===== src/rtl/hnf_arb_pkg.sv =====
// hnf_arb_pkg: state encodings shared by HNF arbiters
package hnf_arb_pkg;
  localparam logic [0:0] ST_IDLE  = 1'b0;
  localparam logic [0:0] ST_BURST = 1'b1;
endpackage


===== src/rtl/hnf_rr_pick.sv =====
// hnf_rr_pick: first set request at or after start, wrapping modulo N
module hnf_rr_pick #(
  parameter int N  = 4,
  parameter int IW = $clog2(N)
) (
  input  logic [N-1:0]  req,
  input  logic [IW-1:0] start,
  output logic [N-1:0]  gnt,
  output logic [IW-1:0] gnt_idx,
  output logic          any_req
);
  always_comb begin
    int j;
    logic found;
    found = 1'b0;
    gnt_idx = '0;
    j = 0;
    for (int k = 0; k < N; k++) begin
      j = int'(start) + k;
      j = (j >= N) ? j - N : j;
      if (!found && req[j]) begin
        found = 1'b1;
        gnt_idx = IW'(j);
      end
    end
    any_req = |req;
    gnt = found ? N'(1) << gnt_idx : '0;
  end
endmodule


===== src/rtl/hnf_fifo_arb.sv =====
// hnf_fifo_arb: burst-limited round-robin drain of N source FIFOs into one output register
module hnf_fifo_arb
  import hnf_arb_pkg::*;
#(
  parameter int NUM_REQ    = 4,
  parameter int DATA_WIDTH = 32,
  parameter int MAX_BURST  = 4
) (
  input  logic                          clk,
  input  logic                          rst,
  input  logic [NUM_REQ-1:0]            src_empty,
  input  logic [NUM_REQ*DATA_WIDTH-1:0] src_rd_data,
  output logic [NUM_REQ-1:0]            src_rd_en,
  output logic                          out_valid,
  output logic [DATA_WIDTH-1:0]         out_data,
  output logic [$clog2(NUM_REQ)-1:0]    out_src,
  input  logic                          out_ready
);
  localparam int IW = $clog2(NUM_REQ);
  localparam int CW = $clog2(MAX_BURST + 1);
  logic [0:0]            state_q, state_d;
  logic [IW-1:0]         owner_q, owner_d, start, pick_idx, w;
  logic [CW-1:0]         cnt_q, cnt_d;
  logic                  valid_q, valid_d;
  logic [DATA_WIDTH-1:0] data_q, data_d;
  logic [IW-1:0]         src_q, src_d;
  logic [NUM_REQ-1:0]    req, pick_gnt;
  logic                  load_en, any_req, keep, pop;
  assign req     = ~src_empty;
  assign load_en = ~valid_q | out_ready;
  assign start   = (owner_q == IW'(NUM_REQ - 1)) ? '0 : owner_q + 1'b1;
  hnf_rr_pick #(.N(NUM_REQ), .IW(IW)) u_pick (
    .req     (req),
    .start   (start),
    .gnt     (pick_gnt),
    .gnt_idx (pick_idx),
    .any_req (any_req)
  );
  // the owner keeps the grant until its burst budget is spent or it runs dry
  assign keep = (state_q == ST_BURST) && req[owner_q] && (cnt_q < CW'(MAX_BURST));
  assign w    = keep ? owner_q : pick_idx;
  assign pop  = load_en & any_req & ~rst;
  assign src_rd_en = pop ? NUM_REQ'(1) << w : '0;
  always_comb begin
    state_d = pop ? ST_BURST : load_en ? ST_IDLE : state_q;
    owner_d = pop ? w : owner_q;
    cnt_d   = pop ? (keep ? cnt_q + 1'b1 : CW'(1)) : load_en ? '0 : cnt_q;
    valid_d = load_en ? pop : valid_q;
    data_d  = pop ? src_rd_data[w*DATA_WIDTH +: DATA_WIDTH] : data_q;
    src_d   = pop ? w : src_q;
  end
  always_ff @(posedge clk or posedge rst) begin
    if (rst) begin
      state_q <= ST_IDLE;
      owner_q <= IW'(NUM_REQ - 1);
      cnt_q   <= '0;
      valid_q <= 1'b0;
      data_q  <= '0;
      src_q   <= '0;
    end else begin
      state_q <= state_d;
      owner_q <= owner_d;
      cnt_q   <= cnt_d;
      valid_q <= valid_d;
      data_q  <= data_d;
      src_q   <= src_d;
    end
  end
  assign out_valid = valid_q;
  assign out_data  = data_q;
  assign out_src   = src_q;
endmodule


===== config.mk =====
export PLATFORM = sky130hd
export DESIGN_NAME = hnf_fifo_arb
export DESIGN_NICKNAME = d
export VERILOG_FILES = /design/src/rtl/hnf_arb_pkg.sv /design/src/rtl/hnf_rr_pick.sv /design/src/rtl/hnf_fifo_arb.sv
export SDC_FILE = /design/constraint.sdc
export NUM_CORES = 1
export LEC_CHECK = 0
export CAP_MARGIN = 20
export CORE_UTILIZATION = 42
export CTS_BUF_LIST = sky130_fd_sc_hd__clkbuf_8
export DETAILED_ROUTE_END_ITERATION = 10
export GPL_TIMING_DRIVEN = 0
export PLACE_DENSITY = 0.89
export SKIP_LAST_GASP = 1
export SLEW_MARGIN = 15
export SYNTH_ARGS = -nofsm -noshare
export SYNTH_HDL_FRONTEND = slang
export SYNTH_HIERARCHICAL = 1
export SYNTH_SLANG_ARGS = --single-unit

===== constraint.sdc =====
create_clock -name clk -period 5.2 [get_ports clk]
set_input_delay 0.78 -clock clk [delete_from_list [all_inputs] [get_ports clk]]
set_output_delay 0.78 -clock clk [all_outputs]
set_load 0.05 [all_outputs]

======== Word level (Yosys, flattened, before mapping) ========
Cells that the tools add are included.
cells by class
  shift operators ......................... 2
  mux-type cells .......................... 33
  reductions and logical operators ........ 10
  order comparisons ....................... 10
  add/sub/neg operators ................... 9
  equal/unequal tests ..................... 1
  bitwise operators ....................... 6
operators by type and width
  cell                                                         count
  less-than comparator 32 x 4 -> 1 bit, second input constant  4
  two-way mux 32 bit                                           4
  indexed part select 128 x 8 -> 32 bit                        1
  >= comparator 32 x 4 -> 1 bit, second input constant         3
  subtractor 32 x 4 -> 32 bit, second input constant           3
  two-way mux 1 bit                                            14
  two-way mux 2 bit                                            6
  binary-select mux 1 bit (select 2 bit)                       5
  two-way mux 3 bit                                            3
  adder 2 x 2 -> 3 bit, second input constant                  2
  logical AND 1 bit                                            5
  two-way mux 4 bit                                            1
  NOT 4 bit                                                    1
  OR reduction 4 bit                                           1
  left shift 1 x 2 -> 4 bit, first input constant              1
  subtractor 2 x 3 -> 4 bit, second input constant             1
  adder 2 x 1 -> 3 bit, second input constant                  1
  adder 3 x 1 -> 3 bit, second input constant                  1
  >= comparator 2 x 3 -> 1 bit, second input constant          1
  zero test 1 bit                                              3
  less-than comparator 2 x 3 -> 1 bit, second input constant   1
  less-than comparator 3 bit, second input constant            1
  adder 2 x 1 -> 2 bit, second input constant                  1
  AND 1 bit                                                    2
  other kinds (4)                                              5
storage, ports and cells
  output and inout bits ................... 39
  register bits after elaboration ......... 41
  input bits .............................. 135
  logic and storage cells ................. 77

======== Logic depth before layout (Yosys ltp) ========
Gate-level depths: netlist (run 1).
  depth in word-level cells ............... 20
  gate-level depth with buffers ........... 11
  mapped depth without buffers ............ 10

======== Cells and area by module ========
The synthesis (run 1) kept the hierarchy.
by module, submodules not included
  module        seq. area each (um2)  cells an instance  area each (um2)  instances
  hnf_fifo_arb  1028.5                254                2668.8           1
  hnf_rr_pick   0.0                   32                 182.7            1

======== Worst setup path before layout (run 1) ========
No wires, ideal clock.
  path type ............................... input -> output
  start ................................... input rst
  end ..................................... output src_rd_en[1]
  path buffers ............................ 1
  slack ................................... 1337 ps
  arrival time ............................ 3083 ps
  stages on the path ...................... 6
  data required time ...................... 4420 ps
  cell sequence ........................... inv_1 > nand2_1 > nor2_1 > clkbuf_1 > nand2_1 > nor2_1
on the way
  word-level cells in the longest chain between the ends .. 3
ends and longest elaborated chain
  item               RTL line            text
  from (decl)        hnf_fifo_arb.sv:10  input logic rst,
  NOT 1 bit          hnf_fifo_arb.sv:42  assign pop = load_en & any_req & ~rst;
  AND 1 bit          hnf_fifo_arb.sv:42
  two-way mux 4 bit  hnf_fifo_arb.sv:43  assign src_rd_en = pop ? NUM_REQ'(1) << w : '0;
  to (decl)          hnf_fifo_arb.sv:13  output logic [NUM_REQ-1:0] src_rd_en,
Every way passes these cells.

======== Worst setup path in the final report (run 1) ========
  start ................................... input src_empty[1]
  end ..................................... output src_rd_en[0]
on the way
  word-level cells in the longest chain between the ends .. 17
  elaborated cells between the ends (all ways) .. 36
  classes of those cells .................. 1 x shift; 23 x mux; 3 x bitwise; 9 x reduce/logical
ends and longest elaborated chain
  item                                                  RTL line            text
  from (decl)                                           hnf_fifo_arb.sv:11  input logic [NUM_REQ-1:0] src_empty,
  NOT 4 bit *                                           hnf_fifo_arb.sv:29  assign req = ~src_empty;
  named net req[1]                                      hnf_fifo_arb.sv:27  logic [NUM_REQ-1:0] req, pick_gnt;
  binary-select mux 1 bit (select 2 bit)                hnf_rr_pick.sv:21   if (!found && req[j]) begin
  two-way mux 1 bit (implied by the code) (2 in a row)  hnf_rr_pick.sv:21
  two-way mux 1 bit                                     hnf_rr_pick.sv:21
  zero test 1 bit                                       hnf_rr_pick.sv:21
  logical AND 1 bit                                     hnf_rr_pick.sv:21
  two-way mux 1 bit                                     hnf_rr_pick.sv:21
  (+2 left out)                                         --
  two-way mux 1 bit                                     hnf_rr_pick.sv:21
  zero test 1 bit                                       hnf_rr_pick.sv:21
  logical AND 1 bit                                     hnf_rr_pick.sv:21
  two-way mux 2 bit *                                   hnf_rr_pick.sv:21
  named net pick_idx[0]                                 hnf_fifo_arb.sv:22  logic [IW-1:0] owner_q, owner_d, start, pick_idx, w;
  two-way mux 2 bit *                                   hnf_fifo_arb.sv:41  assign w = keep ? owner_q : pick_idx;
  left shift 1 x 2 -> 4 bit *                           hnf_fifo_arb.sv:43
  two-way mux 4 bit *                                   hnf_fifo_arb.sv:43
The timed path passes the listed nets; every way through them passes the cells marked *. The select of a mux whose other input is x is not followed.

==> run summary, run 1 <==
Crit path arrival time -> 4.12 ns
highest clock rate -> 0.2041 GHz
Max FO, Critical Path -> 10
number of CTS-inserted buffers -> 5
commonest non-fill, non-tap cells in the layout -> 173 x clkdlybuf4s50_1, 41 x nor2_1, 39 x dfrtp_1
Initial DRT Pass Iterations -> 4
setup ws final -> 0.2993 ns
power density over the cells -> 614.2 mW/mm²
pin count of the biggest net entering global routing -> 35
Hold Violations, Final -> 0
Clock Sinks -> 41
Yosys warning count -> 6
core area -> 0.006350 mm²
slowest CP cell -> clkdlybuf4s50_1
RSZ-0062 raised after global routing -> false
gr ovfl total -> 0
DRT antenna net count -> 0
final worst path period share -> 94.25%
LEAKAGE -> 1.743 nW
input/output buffers -> 173
Final Critical Period -> 4.901 ns
setup_tns -> 0 ns
critical path, cell by cell -> clkdlybuf4s50_1, inv_1, buf_2, nand2b_1, a21oi_1, a211oi_2, nor2_1, a22oi_1, nand3_1, clkbuf_1, and2_1, clkdlybuf4s50_1
fillers -> 487
class of the most critical setup path -> in2out
Die X -> 83.29 µm
Slew headroom -> 61.87%
Longest Clk Path Bufs -> 2
Clock Skews -> 0.01105 ns
Vias -> 3018
Cells after Synth -> 273
floorplan row count -> 29
Placement Cell Area -> 0.004623 mm²
Worst Setup Start Kind -> primary input
wire per inst -> 17.95 µm
DRT iter0 DRCs -> 176
Setup Buffers After CTS -> 0
critical path's largest stage delay -> 0.72 ns
design area -> 0.004710 mm²
Synth Net Count -> 410
path type of the worst min-delay path -> reg2reg
die height -> 83.29 µm
worst path bufs/invs -> 5
CTS tree -> done
commonest non-fill, non-tap cell in the layout -> clkdlybuf4s50_1
max cap viols -> 0
outcome -> completed
vias in the first global route -> 3189
Setup Viol. Count Final -> 0
H-tree levels -> 2
Ant. Diodes -> 0
Root Buffer Master -> clkbuf_8
fraction of layout cells with a size suffix above 1 -> 19.38%
cts hold-fix bufs -> 0
most frequent CP cell -> clkdlybuf4s50_1
fin. max-slew vios -> 0
antenna violations before repair -> 0
Resized cells post-CTS -> 0
nature of the critical path endpoint -> primary output
Synth Cell Area -> 0.002775 mm²
GPL Wtd Cong -> 0.8649
Worst Max-Slew Pin Slew -> 0.5719 ns
global-route wire length before repair -> 15570 µm
All-Layer GR Usage -> 28.03%
Worst-Skew Late Latency -> 0.29 ns
pre-CTS setup slack -> 0.4093 ns
dpl hpwl -> 7353 µm
Required @ worst endpoint -> 4.42 ns
synthesized area per cell -> 10.17 µm²
peak supply drop -> 0.4014 mV
die area -> 0.006936 mm²
critical path's top delay family -> buffers and inverters
total wire length -> 9533 µm
Final nets -> 591
# IOs -> 174
DRC -> 0
Clock transition at path regs -> 0.08 ns
area delta synth->final -> 69.70%
Initial Utilization -> 43.70%
Via-to-Cell Ratio -> 5.684
==> final timing paths <==
kind / startpoint / to / slack, ns / cells after the start
max: src_empty[1] / src_rd_en[0] / 0.30 / 12
min: out_src[0] / out_src[0] / 0.49 / 2
max reg2reg: owner_q[0] / out_data[15] / 1.91 / 11
min reg2reg: out_src[0] / out_src[0] / 0.49 / 2
max in group asynchronous: rst / owner_q[0] / 3.98 / 3
min in group asynchronous: rst / out_data[8] / 0.71 / 2
==> through the flow <==
| stage | power (W) | util, % | instances | hold WS, ns |
|---|---|---|---|---|
| 5_1_grt | 0.003053 | 74.17 | 531 | 0.5297 |
| 2_1_floorplan | 0.002035 | - | 273 | 0.4673 |
| 3_5_place_dp | 0.002686 | 72.81 | 524 | 0.4748 |
| 4_1_cts | 0.002902 | 74.17 | 531 | 0.4931 |
| 3_3_place_gp | 0.002629 | 72.49 | 523 | 0.4644 |
| 6_report | 0.002893 | 74.17 | 531 | 0.4899 |
==> per-layer routing <==
layer	share of wire (%)	track usage, %	wire length [µm]	up-vias
li1	-	-	-	1400
met5	0	0	0	-
met1	38	31.84	3575	1442
met2	53	51.04	5007	155
met4	2.7	9.875	261	0
met3	7.2	6.561	689	21
==> cell type report <==
class / count / area (µm²) / area share, %
Sequential cell: 41 / 1028 / 21.84
Clock inverter: 1 / 3.754 / 0.07970
Buffer: 24 / 141.4 / 3.002
Tap cell: 77 / 96.34 / 2.046
Multi-Input combinational cell: 198 / 1568 / 33.29
Timing Repair Buffer: 174 / 1752 / 37.19
Inverter: 10 / 37.54 / 0.7970
Clock buffer: 6 / 82.58 / 1.753
==> registers in the layout (all words and copies together) (netlist names) <==
| name | count |
|---|---|
| owner_q | 2 |
| out_src | 2 |
| out_valid | 1 |
| out_data | 32 |
| cnt_q | 3 |
| state_q | 1 |
==> worst reg2reg max path: stages, from the launching register on <==
cell	delay, ns
dfstp_2	0.58
clkbuf_1	0.36
nor2_1	0.13
nand2b_2	0.22
a21oi_1	0.17
a211oi_2	0.12
nor2b_1	0.21
a32oi_1	0.19
nand3_1	0.23
clkbuf_1	0.34
a221oi_1	0.51
a21oi_2	0.10
==> where the power goes <==
part           total (W)  switching [W]  internal, W
combinational    0.00212        0.00133     0.000799
clock           0.000214       0.000110     0.000104
sequential      0.000554      0.0000852     0.000469
Note: power is estimated with default switching activity, not from simulation.
==> inputs of run 2 (changes only) <==
--- a/config.mk
+++ b/config.mk
@@ -8,9 +8,10 @@
 export CAP_MARGIN = 20
 export CORE_UTILIZATION = 42
 export CTS_BUF_LIST = sky130_fd_sc_hd__clkbuf_8
+export CTS_CLUSTER_SIZE = 16
 export DETAILED_ROUTE_END_ITERATION = 10
 export GPL_TIMING_DRIVEN = 0
-export PLACE_DENSITY = 0.89
+export PLACE_DENSITY = 0.95
 export SKIP_LAST_GASP = 1
 export SLEW_MARGIN = 15
 export SYNTH_ARGS = -nofsm -noshare
==> run 2 against run 1 <==
  * Die area stayed put
  * Sequential share of layout area is 0.052 points lower
  * Maximum frequency is 2.1% higher
  * Clock power is 2% higher
  * Flip-flop and latch count stayed put
==> run summary, run 2 (synthesis results as in run 1) <==
outcome -> completed
peak supply drop -> 0.4825 mV
total wire length -> 9590 µm
vias in the first global route -> 3161
Ant. Diodes -> 0
Clock Skews -> 0.01193 ns
commonest non-fill, non-tap cells in the layout -> 173 x clkdlybuf4s50_1, 41 x nor2_1, 39 x dfrtp_1
pin count of the biggest net entering global routing -> 23
Final nets -> 591
die area -> 0.006936 mm²
class of the most critical setup path -> in2out
Longest Clk Path Bufs -> 2
CTS tree -> done
Clock Sinks -> 41
commonest non-fill, non-tap cell in the layout -> clkdlybuf4s50_1
input/output buffers -> 173
Required @ worst endpoint -> 4.42 ns
Via-to-Cell Ratio -> 5.650
final worst path period share -> 92.26%
Largest register FFs -> 32
critical path, cell by cell -> clkdlybuf4s50_1, inv_1, buf_2, nand2b_1, a21oi_1, a211oi_2, nor2_1, a22oi_1, nand3_1, clkbuf_1, and2_1, clkdlybuf4s50_1
highest clock rate -> 0.2084 GHz
non-filler instance count after layout -> 532
Resized cells post-CTS -> 0
Root Buffer Master -> clkbuf_8
DRT antenna net count -> 0
R2R Setup Slk -> 2.00 ns
Die X -> 83.29 µm
LEAKAGE -> 1.752 nW
Setup Viol. Count Final -> 0
Initial DRT Pass Iterations -> 4
Logic pwr share -> 73.3%
Max FO, Critical Path -> 10
most frequent CP cell -> clkdlybuf4s50_1
Net Switching -> 0.001523 W
min-delay src -> cnt_q[1]
Final Critical Period -> 4.798 ns
critical path's largest stage delay -> 0.69 ns
Initial Utilization -> 43.70%
Net Sw Frac -> 52.58%
wire per inst -> 18.03 µm
die height -> 83.29 µm
gr ovfl total -> 0
RSZ-0062 raised after global routing -> false
WP depth -> 12
Worst-Skew Late Latency -> 0.30 ns
Crit path arrival time -> 4.02 ns
Slew headroom -> 63.45%
P_int -> 0.001374 W
slowest CP cell -> clkdlybuf4s50_1
fraction of layout cells with a size suffix above 1 -> 19.34%
Setup Buffers After CTS -> 0
clock share of power -> 7.5%
Clock transition at path regs -> 0.07 ns
dpl hpwl -> 7511 µm
floorplan row count -> 29
area delta synth->final -> 70.11%
Worst Reg-to-Reg Cells -> 11
global-route wire length before repair -> 15480 µm
crit path launch -> src_empty[1]
# IOs -> 174
cts hold-fix bufs -> 0
core area -> 0.006350 mm²
Vias -> 3006
path type of the worst min-delay path -> reg2reg
fin. max-slew vios -> 0
All-Layer GR Usage -> 28.16%
Hold Path Depth -> 1
Seq pwr share -> 19.2%
Inst Count DP -> 524
GPL Wtd Cong -> 0.8500
DRC -> 0
power density over the cells -> 613.6 mW/mm²
Hold Violations, Final -> 0
nature of the critical path endpoint -> primary output
Worst Max-Slew Pin Slew -> 0.5465 ns
Worst Setup Start Kind -> primary input
Worst R2R Start -> owner_q[0]
critical path's top delay family -> buffers and inverters
number of CTS-inserted buffers -> 5
worst path bufs/invs -> 5
DRT iter0 DRCs -> 112
H-tree levels -> 2
worst hold slack -> 0.4998 ns
max cap viols -> 0
antenna violations before repair -> 0
[run 2: area by class of cell]
class / count / area, µm²
tap: 77 / 96.34
timing repair buffer: 174 / 1759
inverter: 10 / 37.54
clock inverter: 2 / 7.507
buffer: 24 / 141.4
fill: 438 / 1629
sequential: 41 / 1028
multi-input combinational: 198 / 1568
clock buffer: 6 / 82.58
[run 2: final timing paths]
check / endpoint
setup / recovery: src_rd_en[0]
hold / removal: cnt_q[1]
setup reg to reg: out_data[29]
hold reg to reg: cnt_q[1]
max in group asynchronous: owner_q[1]
min in group asynchronous: out_data[16]
[run 2: power groups by stage]
stage,clock (W),combinational (W),sequential [W]
finish,0.000219,0.00212,0.000555
global route,0.000239,0.00224,0.000573
CTS,0.000222,0.00213,0.000555
detailed placement,0,0.00212,0.000561
global placement,0,0.00207,0.000550
floorplan,0,0.00102,0.00102
[run 2: through the flow]
stage / utilization (%) / cell area [µm²] / setup WS [ns] / setup TNS (ns) / total power, W
finish: 74.34 / 4721 / 0.4024 / 0 / 0.002897
global route: 74.34 / 4721 / 0.2446 / 0 / 0.003056
CTS: 74.34 / 4721 / 0.4484 / 0 / 0.002907
detailed placement: 72.93 / 4631 / 0.4601 / 0 / 0.002683
global placement: 72.49 / 4603 / -0.1702 / -0.5608 / 0.002623
floorplan: - / 2775 / 1.337 / 0 / 0.002035
[run 2: per-layer routing]
layer / share of wire [%] / global-route usage [%] / vias up
met5: 0 / 0 / -
met4: 2.0 / 8.777 / 0
met3: 7.5 / 7.853 / 18
met2: 54 / 52.91 / 146
met1: 36 / 30.25 / 1438
li1: - / - / 1404
